==> src/rtl/sme_pkg.sv <==
// sme_pkg: shared states, defaults and share-count clamp for the SME unmasking datapath
package sme_pkg;
   localparam int XLEN_D = 32;
   localparam int SMAX_D = 4;
   typedef enum logic [1:0] {IDLE, FOLD, DONE} sme_unmask_state_t;
   function automatic logic [3:0] d_clamp(input logic [3:0] d, input int smax);
      return d == 4'd0 ? 4'd1 : int'(d) > smax ? 4'(smax) : d;
   endfunction
endpackage

==> src/rtl/sme_fold_step.sv <==
// sme_fold_step: one share recombination step, XOR (boolean) or add mod 2^XLEN (arithmetic)
module sme_fold_step
   import sme_pkg::*;
#(
   parameter int XLEN = XLEN_D
) (
   input  logic            t,
   input  logic [XLEN-1:0] acc,
   input  logic [XLEN-1:0] share,
   output logic [XLEN-1:0] nxt
);
   assign nxt = t ? acc + share : acc ^ share;
endmodule

==> src/rtl/sme_unmask_seq.sv <==
// sme_unmask_seq: folds an SMAX-share masked word into plaintext, one share per cycle
module sme_unmask_seq
   import sme_pkg::*;
#(
   parameter int XLEN = XLEN_D,
   parameter int SMAX = SMAX_D
) (
   input  logic            g_clk,
   input  logic            g_reset,
   input  logic            smectl_t,
   input  logic [3:0]      smectl_d,
   input  logic            flush,
   input  logic            valid,
   output logic            ready,
   input  logic [XLEN-1:0] rs1 [SMAX-1:0],
   output logic            result_valid,
   input  logic            result_ready,
   output logic [XLEN-1:0] result
);
   sme_unmask_state_t state, state_nxt;
   logic [XLEN-1:0] acc, acc_nxt, share;
   logic [XLEN-1:0] shr [SMAX-1:0];
   logic [3:0] idx, d_q, d_eff;
   logic t_q, accept;
   assign d_eff = d_clamp(smectl_d, SMAX);
   assign ready = state == IDLE;
   assign accept = valid && ready && !flush;
   assign result_valid = state == DONE;
   // partial folds stay hidden: acc is only visible once complete
   assign result = result_valid ? acc : '0;
   sme_fold_step #(.XLEN(XLEN)) u_step (.t(t_q), .acc(acc), .share(share), .nxt(acc_nxt));
   always_comb begin
      share = '0;
      for (int i = 0; i < SMAX; i++) share = idx == 4'(i) ? shr[i] : share;
      state_nxt = flush ? IDLE :
                  state == IDLE ? (accept ? (d_eff == 4'd1 ? DONE : FOLD) : IDLE) :
                  state == FOLD ? (idx == d_q - 4'd1 ? DONE : FOLD) :
                  (result_ready ? IDLE : DONE);
   end
   always_ff @(posedge g_clk) state <= g_reset ? IDLE : state_nxt;
   always_ff @(posedge g_clk) begin
      if (g_reset || flush) begin
         acc <= '0;
         idx <= '0;
         t_q <= 1'b0;
         d_q <= '0;
         for (int i = 0; i < SMAX; i++) shr[i] <= '0;
      end else if (accept) begin
         t_q <= smectl_t;
         d_q <= d_eff;
         acc <= rs1[0];
         idx <= 4'd1;
         for (int i = 0; i < SMAX; i++) shr[i] <= i > 0 && 4'(i) < d_eff ? rs1[i] : '0;
      end else if (state == FOLD) begin
         acc <= acc_nxt;
         idx <= idx + 4'd1;
         // consumed shares are zeroised
         for (int i = 0; i < SMAX; i++) if (idx == 4'(i)) shr[i] <= '0;
      end else if (state == DONE && result_ready) begin
         acc <= '0;
      end
   end
endmodule

==> config.mk <==
export PLATFORM = sky130hd
export DESIGN_NAME = sme_unmask_seq
export DESIGN_NICKNAME = d
export VERILOG_FILES = /design/src/rtl/sme_pkg.sv /design/src/rtl/sme_fold_step.sv /design/src/rtl/sme_unmask_seq.sv
export SDC_FILE = /design/constraint.sdc
export NUM_CORES = 1
export LEC_CHECK = 0
export BUFFER_PORTS_ARGS = -buffer_cell sky130_fd_sc_hd__buf_4
export CAP_MARGIN = 10
export CORE_ASPECT_RATIO = 1.75
export CORE_MARGIN = 4
export CORE_UTILIZATION = 55
export CTS_CLUSTER_SIZE = 40
export DETAILED_ROUTE_END_ITERATION = 12
export PLACE_DENSITY = 0.8
export SLEW_MARGIN = 20
export SYNTH_ARGS = -nofsm -noshare
export SYNTH_HDL_FRONTEND = slang
export SYNTH_SLANG_ARGS = --single-unit
==> constraint.sdc <==
create_clock -name g_clk -period 5.1 [get_ports g_clk]
set_input_delay 0.765 -clock g_clk [delete_from_list [all_inputs] [get_ports g_clk]]
set_output_delay 0.765 -clock g_clk [all_outputs]
set_load 0.02 [all_outputs]
==> results.json <==
{
  "status": "complete, no violations",
  "place_congestion": 0.997,
  "grt_busiest_layer": "met2",
  "timing_hold_violations_final": 0,
  "drt.antenna.violating_nets": 0,
  "grtUsageMet3_pct": 3.61,
  "clock-root-buffer": "clkbuf_16",
  "holdBufCountCts": 0,
  "h-tree-depth": 4,
  "dr.pass1.iters": 6,
  "nNetsFinal": 1208,
  "r2r_cells": 14,
  "vias": 7423,
  "insertion_delay_ns": 0.42,
  "ys_async_sr_fraction_pct": 0,
  "maxSlewViolCount": 0,
  "setup_viol_count_final": 0,
  "finClkSkew_ns": 0.0146,
  "synth.avg_cell_area_um2": 9.15,
  "synth.distinct_cells": 65,
  "r2r_start": "idx[0]$_SDFFE_PN0P_",
  "grt_use_met2_pct": 48.4,
  "cp_slowest_stage_delay_ns": 0.53,
  "max_slew_margin_pct": 50.8,
  "crit_top_cell": "ha_1",
  "p_seq_share_pct": 45.5,
  "min_path_cells": 1,
  "clockBufferDepth": 2,
  "wl_per_cell_um": 19.1,
  "post_cts_resized": 0,
  "grt_pass1_vias": 7305,
  "netlist.area_leader.share_pct": 23.8,
  "synthesis.instances": 883,
  "path_cells": "inv_1 > ha_1 > nor4b_2 > buf_4 > a22oi_1 > o21ai_0 > ha_1 > nand3_1 > nor4_2 > a21bo_1 > and3_1 > or4_4 > a2111o_1 > a311oi_2",
  "grt_usage_pct": 27.7,
  "grt_pass1_wl_um": 36600,
  "clock_sinks": 139,
  "core_area_um2": 14400,
  "yosysTopAreaCell": "edfxtp_1",
  "worst_pin_slew_ns": 0.739,
  "grt_overflow": 0,
  "mostFrequentLayoutCells": "186 x buf_4, 99 x and2_1, 80 x nor2_1",
  "tns_ns": 0,
  "clkPwrFrac_pct": 45.8,
  "min-delay-start": "t_q$_SDFFE_PN0P_",
  "dieArea_um2": 16800,
  "io_buffers": 171,
  "antenna_found_initial": 0,
  "crit_fanout": 30,
  "fin_crit_sh_pct": 87.6,
  "worst_ir_drop_vdd_v": 0.000220,
  "path_class": "register to register",
  "yosys_register_bits": 139,
  "drc_errors": 0,
  "cts_made_buffers": 17,
  "grt_max_degree": 44,
  "cp-start-kind": "register",
  "max_clock_freq_mhz": 224,
  "layout-drive-gt1-share_pct": 23.1,
  "p_per_area_nw_per_um2": 268,
  "hpwlAfterDp_um": 17500,
  "hold_path_class": "register to register",
  "rsz0062_at_grt": "false",
  "postCtsSetupBuffers": 0,
  "p_leak_nw": 4.21,
  "fp-row-count": 58,
  "r2r_end": "acc[29]$_SDFFE_PN0P_",
  "p_switching_w": 0.000671,
  "r2r_slack_ns": 0.63,
  "cap_violations": 0,
  "cts_tree": "done",
  "synth-seq-area-share_pct": 42.4,
  "synth_edf_count": 64,
  "crit_arrival_ns": 4.81,
  "ys_warn_count": 0,
  "ys.flop_type": "dfxtp_1",
  "routed_via_density": 6.08,
  "fin_crit_ns": 4.47,
  "comb_power_share_pct": 8.7,
  "critPathTopFamily": "simple AND/OR/NAND/NOR gates",
  "p_int_w": 0.00203,
  "crit_slowest_cell": "or4_4",
  "antennaDiodeCount": 0,
  "syn-cell-area_um2": 8080,
  "netlist_top_cells_area": "edfxtp_1 24%, dfxtp_1 19%, and2_1 7.7%",
  "clk_pin_slew_ns": 0.07,
  "worstHoldEndpoint": "t_q$_SDFFE_PN0P_",
  "grt_util_met1_pct": 32.7,
  "die_h_um": 168,
  "switching_share_pct": 24.9,
  "start_util_pct": 56.2,
  "ios": 172,
  "synth_nets": 1063,
  "area_growth_pct": 24.4,
  "nFillCells": 1168,
  "die_x_um": 99.6,
  "crit_buf_inv": 2,
  "required_ns": 5.44,
  "first_iter_violations": 491,
  "layout.cells.most_common": "buf_4",
  "holdWs_ns": 0.486,
  "worstSetupEndpointType": "register",
  "wirelength_um": 23300
}
==> worst max path at each step <==
| stage | startpoint | end | slack (ns) | depth (start not counted) |
|---|---|---|---|---|
| 2_1_floorplan | idx[0]$_SDFFE_PN0P_ | acc[29]$_SDFFE_PN0P_ | 1.03 | 15 |
| 3_3_place_gp | idx[0]$_SDFFE_PN0P_ | acc[29]$_SDFFE_PN0P_ | 0.77 | 14 |
| 3_5_place_dp | idx[0]$_SDFFE_PN0P_ | acc[29]$_SDFFE_PN0P_ | 0.67 | 14 |
| 4_1_cts | idx[0]$_SDFFE_PN0P_ | acc[29]$_SDFFE_PN0P_ | 0.67 | 14 |
| 5_1_grt | idx[0]$_SDFFE_PN0P_ | acc[29]$_SDFFE_PN0P_ | 0.38 | 14 |
| 6_report | idx[0]$_SDFFE_PN0P_ | acc[29]$_SDFFE_PN0P_ | 0.63 | 14 |
==> layout make-up <==
| type | instances | area (um^2) | area share (%) |
|---|---|---|---|
| timing repair buffer | 186 | 1400 | 13.9 |
| sequential | 139 | 3420 | 34.0 |
| multi-input combinational | 671 | 4370 | 43.5 |
| tap | 180 | 225 | 2.24 |
| inverter | 13 | 48.8 | 0.485 |
| clock buffer | 20 | 479 | 4.76 |
| clock inverter | 12 | 113 | 1.12 |
==> state kept, by name, summed over array words and instances (netlist names) <==
name and count:
shr 96, acc 32, d_q 4, idx 4, state 2, t_q 1
==> cell families after synthesis <==
logic type / share of synthesized area (%)
muxes: 0.526
adders and majority gates: 6.60
AOI/OAI and AO/OA: 22.8
DFF: 42.4
and+or+nand+nor: 20.3
xor gates and xnor gates: 3.25
buffers and inverters: 4.18
==> power by group through the flow <==
stage / Combinational, W / Clock, W / Sequential (W)
final: 0.000235 / 0.00124 / 0.00123
after global routing: 0.000257 / 0.00129 / 0.00123
after CTS: 0.000235 / 0.00125 / 0.00123
after detailed placement: 0.000234 / 0 / 0.00125
after global placement: 0.000232 / 0 / 0.00125
after floorplan: 0.000116 / 0 / 0.00124
==> through the flow <==
| step | util (%) | setup WS (ns) | area (um^2) | total power [W] | std cells |
|---|---|---|---|---|---|
| after floorplan | - | 1.03 | 8080 | 0.00136 | 883 |
| after global placement | 65.8 | 0.772 | 9460 | 0.00148 | 1189 |
| after detailed placement | 65.8 | 0.670 | 9460 | 0.00148 | 1189 |
| after CTS | 70.0 | 0.667 | 10100 | 0.00271 | 1221 |
| after global routing | 70.0 | 0.383 | 10100 | 0.00278 | 1221 |
| final | 70.0 | 0.633 | 10100 | 0.00270 | 1221 |
==> synthesized netlist by cell type (16+ instances only) <==
cell type and n:
a222oi_1 16, nand2_1 76, dfxtp_1 75, and2_1 100, xnor2_1 22, o21ai_0 54, edfxtp_1 64, clkbuf_1 50
a22oi_1 72, nor2_1 82, ha_1 41, a21oi_1 45
==> per-layer routing <==
layer  part of all wire, %  vias up  wire, um
met2                    52      325     12100
met1                    37     3493      8690
met5                     0        -         0
met4                   4.3        0      1010
li1                      -     3536         -
met3                   6.5       69      1510
No activity file was read; power rests on OpenSTA's default activity.
